===== src/rtl/ddr5_req_queue.sv =====
`default_nettype none
// ============================================================================
// Module   : ddr5_req_queue
// Purpose  : DDR5 request queue. Splits each request address into
//            channel / bank-group / bank / row / column fields, keeps up to
//            DEPTH requests in age order in a circular buffer, issues them
//            in order or oldest-ready-first, and retires them in order.
// Ports    : clock, reset                 sole clock, sync active-high reset
//            in_valid/in_ready/in_addr/in_op    enqueue handshake + request
//            ch_busy                      per-channel issue block
//            iss_valid/iss_ready/iss_*    issue handshake + mapped fields
//            done_valid/done_tag/done_err completion marking + error pulse
//            pop_valid/pop_tag            retirement pulse
//            count/full/empty             occupancy
// Revision : 1.0 - initial release
// ============================================================================
module ddr5_req_queue #(
   parameter int DEPTH      = 16,
   parameter int ADDR_W     = 34,
   parameter int BYTE_W     = 2,
   parameter int COL_LO_W   = 4,
   parameter int CH_W       = 1,
   parameter int BG_W       = 3,
   parameter int BA_W       = 2,
   parameter int COL_HI_W   = 6,
   parameter int ISSUE_MODE = 0,
   localparam int TAG_W     = $clog2(DEPTH),
   localparam int ROW_W     = ADDR_W - BYTE_W - COL_LO_W - CH_W - BG_W - BA_W - COL_HI_W,
   localparam int COL_W     = COL_HI_W + COL_LO_W
) (
   input  logic                 clock,
   input  logic                 reset,
   input  logic                 in_valid,
   output logic                 in_ready,
   input  logic [ADDR_W-1:0]    in_addr,
   input  logic [1:0]           in_op,
   input  logic [2**CH_W-1:0]   ch_busy,
   output logic                 iss_valid,
   input  logic                 iss_ready,
   output logic [TAG_W-1:0]     iss_tag,
   output logic [1:0]           iss_op,
   output logic [CH_W-1:0]      iss_ch,
   output logic [BG_W-1:0]      iss_bg,
   output logic [BA_W-1:0]      iss_ba,
   output logic [ROW_W-1:0]     iss_row,
   output logic [COL_W-1:0]     iss_col,
   input  logic                 done_valid,
   input  logic [TAG_W-1:0]     done_tag,
   output logic                 done_err,
   output logic                 pop_valid,
   output logic [TAG_W-1:0]     pop_tag,
   output logic [TAG_W:0]       count,
   output logic                 full,
   output logic                 empty
);

   // Field LSB positions, contiguous from the address LSB.
   localparam int c_col_lo_lsb = BYTE_W;
   localparam int c_ch_lsb     = c_col_lo_lsb + COL_LO_W;
   localparam int c_bg_lsb     = c_ch_lsb + CH_W;
   localparam int c_ba_lsb     = c_bg_lsb + BG_W;
   localparam int c_col_hi_lsb = c_ba_lsb + BA_W;
   localparam int c_row_lsb    = c_col_hi_lsb + COL_HI_W;

   // Slot lifecycle encoding.
   localparam logic [1:0] c_free = 2'd0;
   localparam logic [1:0] c_pend = 2'd1;
   localparam logic [1:0] c_iss  = 2'd2;
   localparam logic [1:0] c_proc = 2'd3;

   logic [1:0]        r_state [DEPTH];
   logic [1:0]        r_op    [DEPTH];
   logic [CH_W-1:0]   r_ch    [DEPTH];
   logic [BG_W-1:0]   r_bg    [DEPTH];
   logic [BA_W-1:0]   r_ba    [DEPTH];
   logic [ROW_W-1:0]  r_row   [DEPTH];
   logic [COL_W-1:0]  r_col   [DEPTH];

   logic [TAG_W-1:0]  r_head;
   logic [TAG_W-1:0]  r_tail;
   logic [TAG_W:0]    r_count;
   logic              r_done_err;

   logic [TAG_W-1:0]  w_idx;
   logic [TAG_W-1:0]  w_sel;
   logic              w_sel_ok;
   logic              w_seen;
   logic              w_enq;
   logic              w_iss;
   logic              w_done_ok;
   logic              w_pop;
   logic [1:0]        w_op;
   logic              w_unused_byte;

   // The byte-within-word bits carry no information for the DRAM command.
   assign w_unused_byte = ^in_addr[BYTE_W-1:0];

   // Opcode 3 is illegal and is downgraded to a read.
   assign w_op = (in_op == 2'd3) ? 2'd0 : in_op;

   // Age-ordered scan from head. In strict mode the oldest pending entry
   // gates everything behind it; in oldest-ready mode busy channels are
   // skipped.
   always_comb begin
      w_idx    = r_head;
      w_sel    = r_head;
      w_sel_ok = 1'b0;
      w_seen   = 1'b0;
      for (int i = 0; i < DEPTH; i++) begin
         w_idx = r_head + TAG_W'(i);
         if (!w_seen && r_state[w_idx] == c_pend) begin
            if (ISSUE_MODE == 0) begin
               w_seen   = 1'b1;
               w_sel    = w_idx;
               w_sel_ok = !ch_busy[r_ch[w_idx]];
            end else if (!ch_busy[r_ch[w_idx]]) begin
               w_seen   = 1'b1;
               w_sel    = w_idx;
               w_sel_ok = 1'b1;
            end
         end
      end
   end

   assign full      = (r_count == (TAG_W+1)'(DEPTH));
   assign empty     = (r_count == '0);
   assign count     = r_count;
   assign in_ready  = !full;

   assign iss_valid = w_sel_ok && !reset;
   assign iss_tag   = w_sel;
   assign iss_op    = r_op[w_sel];
   assign iss_ch    = r_ch[w_sel];
   assign iss_bg    = r_bg[w_sel];
   assign iss_ba    = r_ba[w_sel];
   assign iss_row   = r_row[w_sel];
   assign iss_col   = r_col[w_sel];

   // A PROCESSED head lasts exactly one cycle, so its decode is the pulse.
   assign w_pop     = (r_state[r_head] == c_proc);
   assign pop_valid = w_pop && !reset;
   assign pop_tag   = r_head;
   assign done_err  = r_done_err;

   assign w_enq     = in_valid && !full;
   assign w_iss     = iss_valid && iss_ready;
   assign w_done_ok = done_valid && (r_state[done_tag] == c_iss);

   // Enqueue (FREE), issue (PENDING), done (ISSUED) and pop (PROCESSED)
   // each touch a slot in a different state, so their writes never collide.
   always_ff @(posedge clock) begin
      if (reset) begin
         r_head     <= '0;
         r_tail     <= '0;
         r_count    <= '0;
         r_done_err <= 1'b0;
         for (int i = 0; i < DEPTH; i++) begin
            r_state[i] <= c_free;
         end
      end else begin
         if (w_enq) begin
            r_state[r_tail] <= c_pend;
            r_op[r_tail]    <= w_op;
            r_ch[r_tail]    <= in_addr[c_ch_lsb +: CH_W];
            r_bg[r_tail]    <= in_addr[c_bg_lsb +: BG_W];
            r_ba[r_tail]    <= in_addr[c_ba_lsb +: BA_W];
            r_row[r_tail]   <= in_addr[c_row_lsb +: ROW_W];
            r_col[r_tail]   <= {in_addr[c_col_hi_lsb +: COL_HI_W],
                                in_addr[c_col_lo_lsb +: COL_LO_W]};
            r_tail          <= r_tail + TAG_W'(1);
         end
         if (w_iss) begin
            r_state[w_sel] <= c_iss;
         end
         if (w_done_ok) begin
            r_state[done_tag] <= c_proc;
         end
         if (w_pop) begin
            r_state[r_head] <= c_free;
            r_head          <= r_head + TAG_W'(1);
         end
         r_done_err <= done_valid && !w_done_ok;
         case ({w_enq, w_pop})
            2'b10:   r_count <= r_count + (TAG_W+1)'(1);
            2'b01:   r_count <= r_count - (TAG_W+1)'(1);
            default: r_count <= r_count;
         endcase
      end
   end

endmodule
`default_nettype wire


===== config.mk =====
export PLATFORM = sky130hd
export DESIGN_NAME = ddr5_req_queue
export DESIGN_NICKNAME = d
export VERILOG_FILES = /design/src/rtl/ddr5_req_queue.sv
export SDC_FILE = /design/constraint.sdc
export NUM_CORES = 1
export LEC_CHECK = 0
export CAP_MARGIN = 10
export CORE_MARGIN = 2
export CORE_UTILIZATION = 35
export DETAILED_ROUTE_END_ITERATION = 7
export SLEW_MARGIN = 20
export SYNTH_ARGS = -nofsm -noshare
export SYNTH_HDL_FRONTEND = slang
export SYNTH_SLANG_ARGS = --single-unit

===== constraint.sdc =====
create_clock -name clock -period 16.7 [get_ports clock]
set_input_delay 2.505 -clock clock [delete_from_list [all_inputs] [get_ports clock]]
set_output_delay 2.505 -clock clock [all_outputs]
set_load 0.05 [all_outputs]

# == Word-level counts from Yosys, hierarchy flattened ==
# Memory sizes are Yosys's and may differ from the RTL's. A register that Yosys moved wholly into a read port is not among the register bits.
# Index checks and enable logic that the tools add are counted.
# op_classes
n_addsub,18
reduce_logical,61
magnitude_cmp,16
mux,110
eq_ne,22
# op_table
cell,count
two-way mux 4 bit,23
two-way mux 1 bit,81
== test 2 x 1 -> 1 bit (second input constant),17
zero test 1 bit,34
adder 4 bit (second input constant),8
less-than comparator 1 x 2 -> 1 bit (second input constant),16
logical AND 1 bit,21
adder 4 x 3 -> 4 bit (second input constant),4
two-way mux 2 bit,5
one-hot mux 5 bit (2 select lines),1
adder 4 x 1 -> 4 bit (second input constant),2
adder 4 x 2 -> 4 bit (second input constant),2
== test 2 bit (second input constant),4
OR reduction 2 bit,4
adder 5 x 1 -> 5 bit (second input constant),1
== test 5 bit (second input constant),1
zero test 5 bit,1
subtractor 5 x 1 -> 5 bit (second input constant),1
nonzero test 2 bit,1
# totals
n_memories,7
elab_cells,238
inputBits,47
regBits,14
ram_bits,576
out_inout_bits,53
# mem_list
memory,words,width,rd,rd_ports_with_merged_regs,write_ports,line_no,text
r_row,16,16,1,0,1,76,logic [ROW_W-1:0] r_row [DEPTH];
r_col,16,10,1,0,1,77,logic [COL_W-1:0] r_col [DEPTH];
r_bg,16,3,1,0,1,74,logic [BG_W-1:0] r_bg [DEPTH];
r_ba,16,2,1,0,1,75,logic [BA_W-1:0] r_ba [DEPTH];
r_op,16,2,1,0,1,72,logic [1:0] r_op [DEPTH];
r_state,16,2,17,1,16,71,logic [1:0] r_state [DEPTH];
1 more memories,--,--,--,--,--,--,

# == Longest topological paths before layout ==
# logic_depth
ltp_word,54
ltp_mapped,25
mapped_depth_nobuf,15

# == Worst setup path after synthesis ==
# OpenSTA, ideal clock, no wires.
# synth_timing
path_kind,reg2out
start,register r_head[0] (netlist: pop_tag[0])
end,output iss_row[10]
arrival_time_ns,6.276
path_stages_with_launch,24
path_buffers,8
t_required_ns,14.195
setup_slack_ns,7.919
cell_sequence,dfxtp_1 > buf_2 > buf_6 > inv_2 > buf_2 > buf_2 > ha_1 > buf_2 > inv_2 > clkbuf_1 > or4_1 > and4_1 > mux2_2 > nor3_2 > buf_4 > nand4_1 > o211a_2 > a211oi_4 > nor2_8 > inv_4 > buf_2 > nand2_1 > and3_1 > o311ai_1
# synth_via
word_cells_on_any_way,90
classes_between,15 x add/sub; 15 x eq/ne; 29 x mux; 29 x reduce/logical; 2 x memory
# synth_lines
item,line_no,text
"start, declared",79,logic [TAG_W-1:0] r_head;
"start signal, assigned",180,r_head <= r_head + TAG_W'(1);
adder 4 bit (*),110,w_idx = r_head + TAG_W'(i);
named net w_idx[0],84,logic [TAG_W-1:0] w_idx;
memory (16 x 2 bit),--,
== test 2 x 1 -> 1 bit,111,if (!w_seen && r_state[w_idx] == c_pend) begin
logical AND 1 bit,111,
two-way mux 4 bit (*),111,
memory (16 x 16 bit) (*),--,
"end, declared",45,"output logic [ROW_W-1:0] iss_row,"
# Mark *: on every way through the listed nets, which the timed path passes. The rest lies on a longest branch.

# == Worst setup path after layout ==
# layout_timing
start,register r_head[1] (netlist: pop_tag[1])
end,output iss_row[14]
# layout_via
elab_chain_cells,48
word_cells_on_any_way,90
classes_between,15 x add/sub; 15 x eq/ne; 29 x mux; 29 x reduce/logical; 2 x memory
# layout_lines
item,line_no
adder 4 x 1 -> 4 bit,110
memory (16 x 2 bit),--
== test 2 x 1 -> 1 bit,111
logical AND 1 bit,111
two-way mux 1 bit,111
zero test 1 bit,111
logical AND 1 bit,111
two-way mux 1 bit,111
(+32 left out),--
two-way mux 1 bit,111
zero test 1 bit,111
logical AND 1 bit,111
two-way mux 1 bit,111
zero test 1 bit,111
logical AND 1 bit,111
two-way mux 4 bit (*),111
memory (16 x 16 bit) (*),--
# Every way passes the cells marked *; elsewhere a longest branch is shown, timed or not.

==> results list <==
* Pin count of the biggest net entering global routing: just over 100
- The congestion estimate from routability-driven global placement came to about 0.94.
- In the final timing run, aggregate negative setup slack is 0 ns.
- Across the VDD grid, the largest voltage drop is approximately 140 uV.
- Cell at the root of the clock tree: clkbuf_16
- In this run, synthesis produced a sequential element count of between 500 and 600.
- When the netlist entered floorplanning its net count stood at between 2000 and 2500.
- Number of synthesized flops with an enable pin: between 500 and 600
- The floorplan step defined a die boundary enclosing about 90000 um^2.
* Bufs on Longest Clock Path: 3
* Setup violation total in the final timing report: 0
* Final count of hold timing violations: 0
- Maximum net fanout on the critical path: 60
* Max stage delay cell, worst path: clkdlybuf4s50_1
* Violation count after the first detailed-routing iteration: roughly 2500
- Number of iterations in the first detailed-routing pass: 6
- Number of hold-repair buffers added at the cts stage: 0
* First-pass GRT wire length: roughly 140000 um
* Type of the setup path with the least slack: flip-flop to primary output
* Via total after detailed routing: around 22000
- Status: completed
- The number of setup buffers added after CTS is 0.
* FFs w/ async S/R, synth: 0
* Horizontal extent of the die: roughly 300 um
- Fill cell instance count of the final layout: roughly 8000
* Via count of the first global-routing pass: ~21000
- Delay contributed by the slowest stage of the critical path: 0.97 ns
- Clock tree synthesis inserted a total of 66 buffers.
* Final net count: approximately 2500
- Sequential standard cell area: 17300 um^2
- Detailed placement ended at an HPWL of slightly above 50000 um.
- Data arrives at the worst endpoint at 9.95 ns.
- Together, buffers and inverters on the worst path number 7.
- The number of antenna violations at the first check in global routing was 5.
* Power per Cell Area: 137 nW/um^2
- Crit path cell chain: inv_1, buf_4, ha_1, buf_4, and4b_1, nor4_1, mux4_2, and3_1, nand4_1, o22ai_4, buf_4, and2_4, nor2_8, inv_4, buf_4, nand2_1, and3_1, o311ai_1, clkdlybuf4s50_1
- Clk Latency, worst-skew pair: 0.60 ns
- Cell leakage power: approximately 0.011 uW
- Initial core utilization: 0.355
- Total wirelength of the detailed-routed design: 93600 um
- Crit path required time: 14.20 ns
- Hold timing on the final database bottoms out at a slack of about 0.53 ns.
* Max-cap check violation count: 0
- Once detail routing completed, the nets flagged for antenna violations numbered 0.
- Cell family with most CP delay: buffers and inverters
- Setup repair after global routing missed its margin: no
- Floorplan die height: about 300 um
- In this run the number of H-tree levels came out at 3.
* Multi-input gate area in the final layout: 11500 um^2
* Fin crit period: about 12 ns
* Crit end category: primary output
- TritonCTS built the clock tree.
- The path class of the tightest hold or removal check is flip-flop to flip-flop.
* Port Buffers: 97
* Dominant register cell in the synthesized netlist: edfxtp_1
* Synth warn: 0
- Total of cells resized after clock tree synthesis: 0
- Distinct cell type count of the synthesized netlist: 91
- Of the cells placed in the final design, the portion with a size suffix greater than 1 is 0.112.
- Clock transition at the registers of the reported paths: ~0.060 ns
* Cell row count: ~110
* Core ar.: ~84000 um^2
- Number of instances in the synthesized netlist: approximately 2400
- The clock net in this run drives a total of ~590 sinks.
- STA classifies the critical path startpoint as a flip-flop.
- Post-synthesis average cell area: around 12 um^2
- Overall track demand over capacity in global routing: 0.210
- Per-cell via count in the routed design: 6.14
- The share of the Yosys chip area taken by registers is 0.582.
- Final period utilization: 0.746
- Timing would allow up to about 80 MHz.
* Combined area of all synthesized cells: ~30000 um^2
* Transition time of the tightest slew-check pin: ~1.1 ns
- Slew Viols, Final: 0
* Max_slew headroom: 0.249
- Across the routed clock network, the largest skew measured is ~0.022 ns.
* Routed length per instance: between 20 and 30 um
- In the routed design, unresolved DRC markers number 0.
- For this run the aggregate overflow at the end of global routing stands at 0.
* I/O pin count: 100
- The cell that appears most often on the critical path is buf_4.
* Area growth from synthesis to layout: 13.5%
==> final timing paths <==
| path | start | to | slack, ns | cells after the start |
|---|---|---|---|---|
| setup / recovery | pop_tag[1] | iss_row[14] | 4.25 | 19 |
| hold / removal | count[4] | count[4] | 0.53 | 2 |
| setup reg to reg | pop_tag[1] | r_state[15][0] | 8.54 | 17 |
| hold reg to reg | count[4] | count[4] | 0.53 | 2 |
==> cells in the mapped netlist, drive strengths merged (43+ instances only) <==
library cell,number,area share
nor2,109,0.014
buf,66,0.012
a31oi,47,0.0099
clkbuf,139,0.018
o211ai,43,0.011
dfxtp,50,0.034
mux4,54,0.041
nand2,138,0.017
and3,61,0.013
a211oi,107,0.027
mux2i,76,0.026
edfxtp,544,0.55
o21ai,132,0.022
and2,46,0.0097
nand3,204,0.034
==> cells by family (layout without fill, tap and decap cells) <==
family                   after synthesis  after routing  share of synthesized area
XOR/XNOR                              22             22                    0.00723
adder cells (fa/ha/maj)               23             23                    0.00991
other                                  0              1                          0
flip-flops                           594            594                      0.582
multiplexers                         142            142                     0.0709
AND/OR/NAND/NOR                      761            761                      0.140
AO/OA/AOI/OAI                        636            636                      0.156
buffers and inverters                237            297                     0.0338
==> registers in the layout, indices dropped and copies added (netlist names), named ones only <==
name / cells
r_row: 256
r_state: 32
r_tail: 4
count: 5
pop_tag: 4
r_col: 160
r_ch: 16
r_ba: 32
done_err: 1
r_op: 32
r_bg: 48
==> placed cells by master, fill, tap and decap left out, types with 22 or more instances in the layout <==
cell | netlist | final
nand3_1 | 204 | 204
nor3b_1 | 24 | 24
edfxtp_1 | 544 | 544
inv_1 | 26 | 23
nand2_1 | 137 | 134
mux2i_1 | 76 | 76
mux4_2 | 54 | 54
nor4_1 | 22 | 22
clkdlybuf4s50_1 | 0 | 97
dfxtp_1 | 50 | 48
nor2_1 | 108 | 107
clkbuf_16 | 0 | 67
buf_4 | 8 | 51
a31oi_1 | 47 | 47
o311ai_1 | 33 | 33
nor2b_1 | 30 | 30
a221o_1 | 33 | 33
a211o_1 | 39 | 38
a21oi_1 | 42 | 41
ha_1 | 22 | 22
o21ai_0 | 131 | 131
o211ai_1 | 43 | 43
and2_1 | 43 | 41
a221oi_1 | 36 | 36
and3_1 | 61 | 48
a211oi_1 | 106 | 106
a22o_1 | 36 | 36
==> tightest hold or removal path, delay by kind of cell, from the launching register on <==
| family | cells | cell delay [ns] |
|---|---|---|
| AO/OA/AOI/OAI | 2 | 0.14 |
| flip-flops | 1 | 0.34 |
==> metal layers <==
metal | vias up | GRT usage | part of all wire
met4 | 6 | 0.0701 | 0.030
met3 | 174 | 0.0357 | 0.078
met2 | 1026 | 0.342 | 0.48
li1 | 9678 | - | -
met5 | - | 0 | 0.00044
met1 | 11274 | 0.283 | 0.41
==> power breakdown <==
group          internal (uW)  switching (uW)
logic                    482            1120
registers               1640            11.2
clock network            804             585
total                   2920            1720
==> area by class of cell <==
class                           count  share of cell area
Clock buffer                       84              0.0515
Clock inverter                     33             0.00903
Inverter                           32             0.00377
Tap cell                         1134              0.0420
Multi-Input combinational cell   1584               0.341
Timing Repair Buffer              148              0.0400
Sequential cell                   594               0.513
Antenna cell                        1           0.0000740
==> metrics by stage <==
step / setup slack [ns] / cell area [um^2] / util / total power, uW / cells
detailed placement: 5.05 / 31800 / 0.378 / 3280 / 3492
global route: 3.97 / 33800 / 0.403 / 4810 / 3610
global placement: 5.03 / 31800 / 0.378 / 3260 / 3492
floorplan: 7.92 / 29800 / - / 2730 / 2415
CTS: 4.41 / 33800 / 0.403 / 4660 / 3609
finish: 4.25 / 33800 / 0.403 / 4640 / 3610
Power figures use the tool's default switching activity.
